===== src/rtl/msrv32_pkg.sv =====
// rtl/msrv32_pkg.sv - shared types and constants for the AHB instruction fetch unit
package msrv32_pkg;

    typedef enum logic [1:0] {
        F_IDLE = 2'b00,
        F_ADDR = 2'b01,
        F_DATA = 2'b10
    } fetch_state_e;

    localparam logic [1:0]  HTRANS_IDLE   = 2'b00;
    localparam logic [1:0]  HTRANS_NONSEQ = 2'b10;
    localparam logic [2:0]  HSIZE_WORD    = 3'b010;
    localparam logic [31:0] NOP_INSTR     = 32'h0000_0013;

    typedef struct packed {
        logic [31:0] instr;
        logic [31:0] pc;
        logic        err;
    } fetch_entry_t;

    localparam int ENTRY_W = $bits(fetch_entry_t);

endpackage


===== src/rtl/msrv32_fetch_fifo.sv =====
// rtl/msrv32_fetch_fifo.sv - circular instruction queue with flush
// Push and pop may coincide at any occupancy; flush overrides both.
module msrv32_fetch_fifo
    import msrv32_pkg::*;
#(
    parameter int DEPTH = 2
) (
    input  logic                       clk_in,
    input  logic                       rst_in,
    input  logic                       i_push,
    input  logic [ENTRY_W-1:0]         i_push_data,
    input  logic                       i_pop,
    input  logic                       i_flush,
    output logic [ENTRY_W-1:0]         o_head,
    output logic                       o_full,
    output logic                       o_empty,
    output logic [$clog2(DEPTH+1)-1:0] o_count
);

    localparam int PW = (DEPTH > 1) ? $clog2(DEPTH) : 1;
    localparam int CW = $clog2(DEPTH + 1);

    logic [ENTRY_W-1:0] r_mem [DEPTH];
    logic [PW-1:0]      r_rd_ptr;
    logic [PW-1:0]      r_wr_ptr;
    logic [CW-1:0]      r_count;
    logic               w_do_push;
    logic               w_do_pop;

    function automatic logic [PW-1:0] ptr_inc(input logic [PW-1:0] p);
        return (p == PW'(DEPTH - 1)) ? '0 : p + 1'b1;
    endfunction

    assign o_empty   = (r_count == '0);
    assign o_full    = (r_count == CW'(DEPTH));
    assign o_count   = r_count;
    assign o_head    = r_mem[r_rd_ptr];
    assign w_do_pop  = i_pop && !o_empty;
    // a pop frees the slot this push lands in, so full+pop+push is legal
    assign w_do_push = i_push && (!o_full || w_do_pop);

    always_ff @(posedge clk_in or negedge rst_in) begin
        if (!rst_in) begin
            r_rd_ptr <= '0;
            r_wr_ptr <= '0;
            r_count  <= '0;
            for (int i = 0; i < DEPTH; i++) begin
                r_mem[i] <= '0;
            end
        end else if (i_flush) begin
            r_rd_ptr <= '0;
            r_wr_ptr <= '0;
            r_count  <= '0;
        end else begin
            if (w_do_push) begin
                r_mem[r_wr_ptr] <= i_push_data;
                r_wr_ptr        <= ptr_inc(r_wr_ptr);
            end
            if (w_do_pop) begin
                r_rd_ptr <= ptr_inc(r_rd_ptr);
            end
            r_count <= r_count + CW'(w_do_push) - CW'(w_do_pop);
        end
    end

endmodule


===== src/rtl/msrv32_ifetch_ahb.sv =====
// rtl/msrv32_ifetch_ahb.sv - AHB-Lite instruction fetch with a small prefetch queue
// One outstanding transfer at a time; misaligned targets yield a faulting NOP entry.
module msrv32_ifetch_ahb
    import msrv32_pkg::*;
#(
    parameter logic [31:0] BOOT_ADDRESS = 32'h0000_0000,
    parameter int          QDEPTH       = 2
) (
    input  logic        clk_in,
    input  logic        rst_in,
    input  logic [31:0] iaddr_in,
    input  logic        flush_in,
    output logic [31:0] haddr_out,
    output logic [1:0]  htrans_out,
    output logic [2:0]  hsize_out,
    output logic        hwrite_out,
    input  logic [31:0] hrdata_in,
    input  logic        hready_in,
    input  logic        hresp_in,
    output logic        ahb_ready_out,
    output logic [31:0] instr_out,
    output logic [31:0] instr_pc_out,
    output logic        instr_valid_out,
    input  logic        instr_ready_in,
    output logic        fetch_err_out
);

    localparam int CW = $clog2(QDEPTH + 1);
    localparam int OW = CW + 1;

    fetch_state_e       r_state;
    fetch_state_e       w_state_next;
    logic [31:0]        r_addr;
    logic               r_load;
    logic               r_squash;
    logic               r_stuck;

    logic               w_misaligned;
    logic               w_addr_busy;
    logic               w_push;
    logic               w_pop;
    logic               w_full;
    logic               w_empty;
    logic               w_beat_kept;
    logic [CW-1:0]      w_count;
    logic [OW-1:0]      w_occ_data;
    fetch_entry_t       w_push_entry;
    fetch_entry_t       w_head;
    logic [ENTRY_W-1:0] w_head_bits;

    assign w_misaligned = (r_addr[1:0] != 2'b00);
    assign w_addr_busy  = (r_state == F_ADDR) && !w_misaligned;
    assign w_pop        = instr_ready_in && !w_empty;
    assign w_beat_kept  = !r_squash && !flush_in;
    // occupancy after a data beat completing this cycle
    assign w_occ_data   = {1'b0, w_count} + OW'(w_beat_kept) - OW'(w_pop);

    always_comb begin
        w_state_next       = r_state;
        w_push             = 1'b0;
        w_push_entry.instr = hrdata_in;
        w_push_entry.pc    = r_addr;
        w_push_entry.err   = hresp_in;
        case (r_state)
            F_IDLE: begin
                if (!flush_in && !r_load && !r_stuck && (w_count < CW'(QDEPTH))) begin
                    w_state_next = F_ADDR;
                end
            end
            F_ADDR: begin
                if (w_misaligned) begin
                    w_state_next = F_IDLE;
                    if (!flush_in) begin
                        w_push             = 1'b1;
                        w_push_entry.instr = NOP_INSTR;
                        w_push_entry.err   = 1'b1;
                    end
                end else if (hready_in) begin
                    w_state_next = F_DATA;
                end
            end
            F_DATA: begin
                if (hready_in) begin
                    w_push = w_beat_kept;
                    if (!flush_in && (w_occ_data < OW'(QDEPTH))) begin
                        w_state_next = F_ADDR;
                    end else begin
                        w_state_next = F_IDLE;
                    end
                end
            end
            default: w_state_next = F_IDLE;
        endcase
    end

    always_ff @(posedge clk_in or negedge rst_in) begin
        if (!rst_in) begin
            r_state  <= F_IDLE;
            r_addr   <= BOOT_ADDRESS;
            r_load   <= 1'b1;
            r_squash <= 1'b0;
            r_stuck  <= 1'b0;
        end else begin
            r_state <= w_state_next;
            r_load  <= ahb_ready_out;
            // an address phase on the bus must hold its address until accepted
            if (r_load || (flush_in && !w_addr_busy)) begin
                r_addr <= iaddr_in;
            end
            if (flush_in && (w_addr_busy || ((r_state == F_DATA) && !hready_in))) begin
                r_squash <= 1'b1;
            end else if ((r_state == F_DATA) && hready_in) begin
                r_squash <= 1'b0;
            end
            if (flush_in) begin
                r_stuck <= 1'b0;
            end else if ((r_state == F_ADDR) && w_misaligned) begin
                r_stuck <= 1'b1;
            end
        end
    end

    msrv32_fetch_fifo #(
        .DEPTH (QDEPTH)
    ) u_fifo (
        .clk_in      (clk_in),
        .rst_in      (rst_in),
        .i_push      (w_push),
        .i_push_data (w_push_entry),
        .i_pop       (w_pop),
        .i_flush     (flush_in),
        .o_head      (w_head_bits),
        .o_full      (w_full),
        .o_empty     (w_empty),
        .o_count     (w_count)
    );

    a_no_overflow: assert property (@(posedge clk_in) disable iff (!rst_in)
        !(w_push && w_full && !w_pop));

    assign w_head          = fetch_entry_t'(w_head_bits);
    assign haddr_out       = r_addr;
    assign htrans_out      = w_addr_busy ? HTRANS_NONSEQ : HTRANS_IDLE;
    assign hsize_out       = HSIZE_WORD;
    assign hwrite_out      = 1'b0;
    assign ahb_ready_out   = w_addr_busy && hready_in;
    assign instr_out       = w_head.instr;
    assign instr_pc_out    = w_head.pc;
    assign instr_valid_out = !w_empty;
    assign fetch_err_out   = !w_empty && w_head.err;

endmodule


===== config.mk =====
export PLATFORM = sky130hd
export DESIGN_NAME = msrv32_ifetch_ahb
export DESIGN_NICKNAME = d
export VERILOG_FILES = /design/src/rtl/msrv32_pkg.sv /design/src/rtl/msrv32_fetch_fifo.sv /design/src/rtl/msrv32_ifetch_ahb.sv
export SDC_FILE = /design/constraint.sdc
export NUM_CORES = 1
export LEC_CHECK = 0
export BUFFER_PORTS_ARGS = -buffer_cell sky130_fd_sc_hd__buf_4
export CELL_PAD_IN_SITES_DETAIL_PLACEMENT = 0
export CELL_PAD_IN_SITES_GLOBAL_PLACEMENT = 1
export CORE_MARGIN = 3
export CORE_UTILIZATION = 47
export CTS_CLUSTER_SIZE = 30
export DETAILED_ROUTE_END_ITERATION = 8
export GPL_TIMING_DRIVEN = 0
export PLACE_DENSITY_LB_ADDON = 0.1
export SLEW_MARGIN = 20
export SYNTH_ARGS = -nofsm -noshare
export SYNTH_HDL_FRONTEND = slang
export SYNTH_SLANG_ARGS = --single-unit

===== constraint.sdc =====
create_clock -name clk_in -period 8 [get_ports clk_in]
set_clock_uncertainty 0.1 [all_clocks]
set_input_delay 0.4 -clock clk_in [delete_from_list [all_inputs] [get_ports clk_in]]
set_output_delay 0.4 -clock clk_in [all_outputs]
set_load 0.03 [all_outputs]

==> metrics.cfg <==
[cts]
clockBufferDepth = 2
cts_root_buffer = clkbuf_16
cts_buffers = 17
cts_setup_buffers = 0
cts-resized-gates = 0
tritoncts = done
cts_hold_buf = 1
cts.sinks = 171
h-tree-depth = 4
clk_pin_slew_ns = 0.06
clk_latency_ns = 0.42

[timing]
finalSetupViolations = 0
hold_ws_ns = 0.0962
maxSlewHeadroom_pct = 46.2
finalSetupTns_ns = 0
timing.final.crit_share_pct = 39.1
slew_violations = 0
max_freq_mhz = 320
worst-slew-pin-transition_ns = 0.808
rsz0062_at_grt = no
hold_violations = 0
min_period_ns = 3.13

[finish]
drive_above_1_share_pct = 57.5
area_delta_synth_final_pct = 28.8
n_antenna_cell = 0
fin_nets = 804
final_area_um2 = 9850

[power_and_ir_drop]
vdd_drop_max_mv = 0.239
leakagePower_nw = 4.79
power_density_nw_per_um2 = 368

[worst_hold_path]
holdPathStages = 2
hold_path_end = haddr_out[27]$_DFFE_PN0P_
worstHoldPathType = primary input to register
hp-start = iaddr_in[27]

[grt]
overflow = 0
antenna_found_initial = 0
grt_pass1_wl_mm = 28.4
grtUsageTotal_pct = 20.4
grt_pass1_vias = 5352
grt_start_max_net_pins = 89

[worst_setup_path]
critPathCaptureType = primary output
critPathMaxFanout = 10
cp.required_ns = 7.50
crit_type = register to primary output
worstPathArrival_ns = 2.63
reg2regPathDepth = 9
startpoint_type = register
regToRegStartpoint = u_fifo.o_count[1]$_DFF_PN0_
r2r-end = r_state[0]$_DFFE_PN0P_
ff2ff_setup_slack_ns = 5.17

[placement]
gp_congestion = 0.815
dpl_cell_area_um2 = 9240
portBuffers = 169
hpwl_mm = 12.6

[floorplan]
die_area_um2 = 17800
rows = 46
core_um2 = 15900
die_h_um = 134
die_w_um = 134
ios = 175
start_util_pct = 48.2

[route]
drtIter0Drc = 215
wl_mm = 17.8
firstDrtPassIters = 4
drt-wirelength-per-cell_um = 18.6
ant_nets = 0
vias_per_cell = 5.11
drcViolationCount = 0
vias = 4879

[synthesis]
synth_area_um2 = 7650
synth_cells = 533
yosys.cell_types.count = 40
synth_area_per_cell_um2 = 14.4
yosys_warnings = 0
synth_top_area_share_pct = 55.6
ys_ff_latch = 171
synth_area_leader_cell = dfrtp_1
ys_top_cells_by_count = dfrtp_1, mux2_2, a22o_1
seq_area_frac_synth_pct = 55.9
synthArstFlopShare_pct = 100
synth_ff_type = dfrtp_1
yosys-top-cells-area = dfrtp_1, mux2_2, a22o_1
synth_edf_count = 0
synthMostInstantiatedCell = dfrtp_1

[status]
status = finished, final reports clean

[job]
drv_cap = 0

-- cells in the final DEF (no fill, tap or decap), drive strengths merged, types with 6 or more instances in the layout --
cell	Yosys	layout
dfrtp	170	170
clkbuf	6	27
o22a	8	8
ha	7	7
a22o	59	59
a21oi	6	6
mux2	161	161
buf	62	232
inv	10	11
-- registers in the layout, indices dropped and copies added, names as in the netlist --
name             count
r_squash             1
u_fifo.r_mem       130
r_stuck              1
r_load               1
u_fifo.r_wr_ptr      1
r_state              2
haddr_out           32
u_fifo.r_rd_ptr      1
u_fifo.o_count       2
-- per-layer routing --
metal	track usage, %	vias up	share of wire, %
met1	27.2	2463	45
li1	-	2281	-
met3	5.51	16	5.4
met4	6.17	0	1.3
met5	0	-	0
met2	33.0	119	49
-- per-stage QoR --
| stage | power [mW] | util, % | worst slack, ns | std cells |
|---|---|---|---|---|
| floorplan | 2.29 | - | 5.16 | 536 |
| global placement | 2.76 | 57.9 | 5.17 | 921 |
| detailed placement | 2.81 | 58.1 | 5.17 | 922 |
| CTS | 3.67 | 62.0 | 4.75 | 954 |
| global route | 3.82 | 62.0 | 4.69 | 954 |
| finish | 3.63 | 62.0 | 4.87 | 954 |
-- layout make-up --
| type | count | area [µm²] |
|---|---|---|
| tap | 216 | 270 |
| timing repair buffer | 171 | 1310 |
| buffer | 68 | 500 |
| clock inverter | 10 | 168 |
| multi-input combinational | 287 | 2840 |
| inverter | 10 | 37.5 |
| clock buffer | 21 | 440 |
| sequential | 171 | 4280 |
| fill | 1293 | 6030 |
-- critical path, cell delays in order, from the launching register on --
cell and delay [ns]:
dfrtp_1 0.36, clkbuf_1 0.56, buf_1 0.67, mux2_2 0.43, buf_4 0.17
-- how the worst max path moves through the flow --
stage	slack (ns)	endpoint	from
after floorplan	5.16	r_state[0]$_DFFE_PN0P_	u_fifo.o_count[1]$_DFF_PN0_
after global placement	5.17	r_state[0]$_DFFE_PN0P_	u_fifo.o_count[1]$_DFF_PN0_
after detailed placement	5.17	r_state[0]$_DFFE_PN0P_	u_fifo.o_count[1]$_DFF_PN0_
after CTS	4.75	fetch_err_out	u_fifo.r_rd_ptr$_DFFE_PN0P_
after global routing	4.69	fetch_err_out	u_fifo.r_rd_ptr$_DFFE_PN0P_
final	4.87	instr_pc_out[1]	u_fifo.r_rd_ptr$_DFFE_PN0P_
-- logic make-up after synthesis --
group	count (synthesis)	synth area share (%)
AO/OA/AOI/OAI	83	9.34
multiplexers	162	23.8
buffers and inverters	78	7.03
XOR/XNOR	3	0.343
flip-flops	171	55.9
adder cells (fa/ha/maj)	8	1.41
AND/OR/NAND/NOR	26	2.01
other	2	0.0982
-- where the power goes --
| part | internal (mW) | switching (mW) |
|---|---|---|
| combinational | 0.708 | 0.794 |
| sequential | 1.12 | 0.157 |
| clock | 0.522 | 0.330 |
No activity file was read; power rests on OpenSTA's default activity.
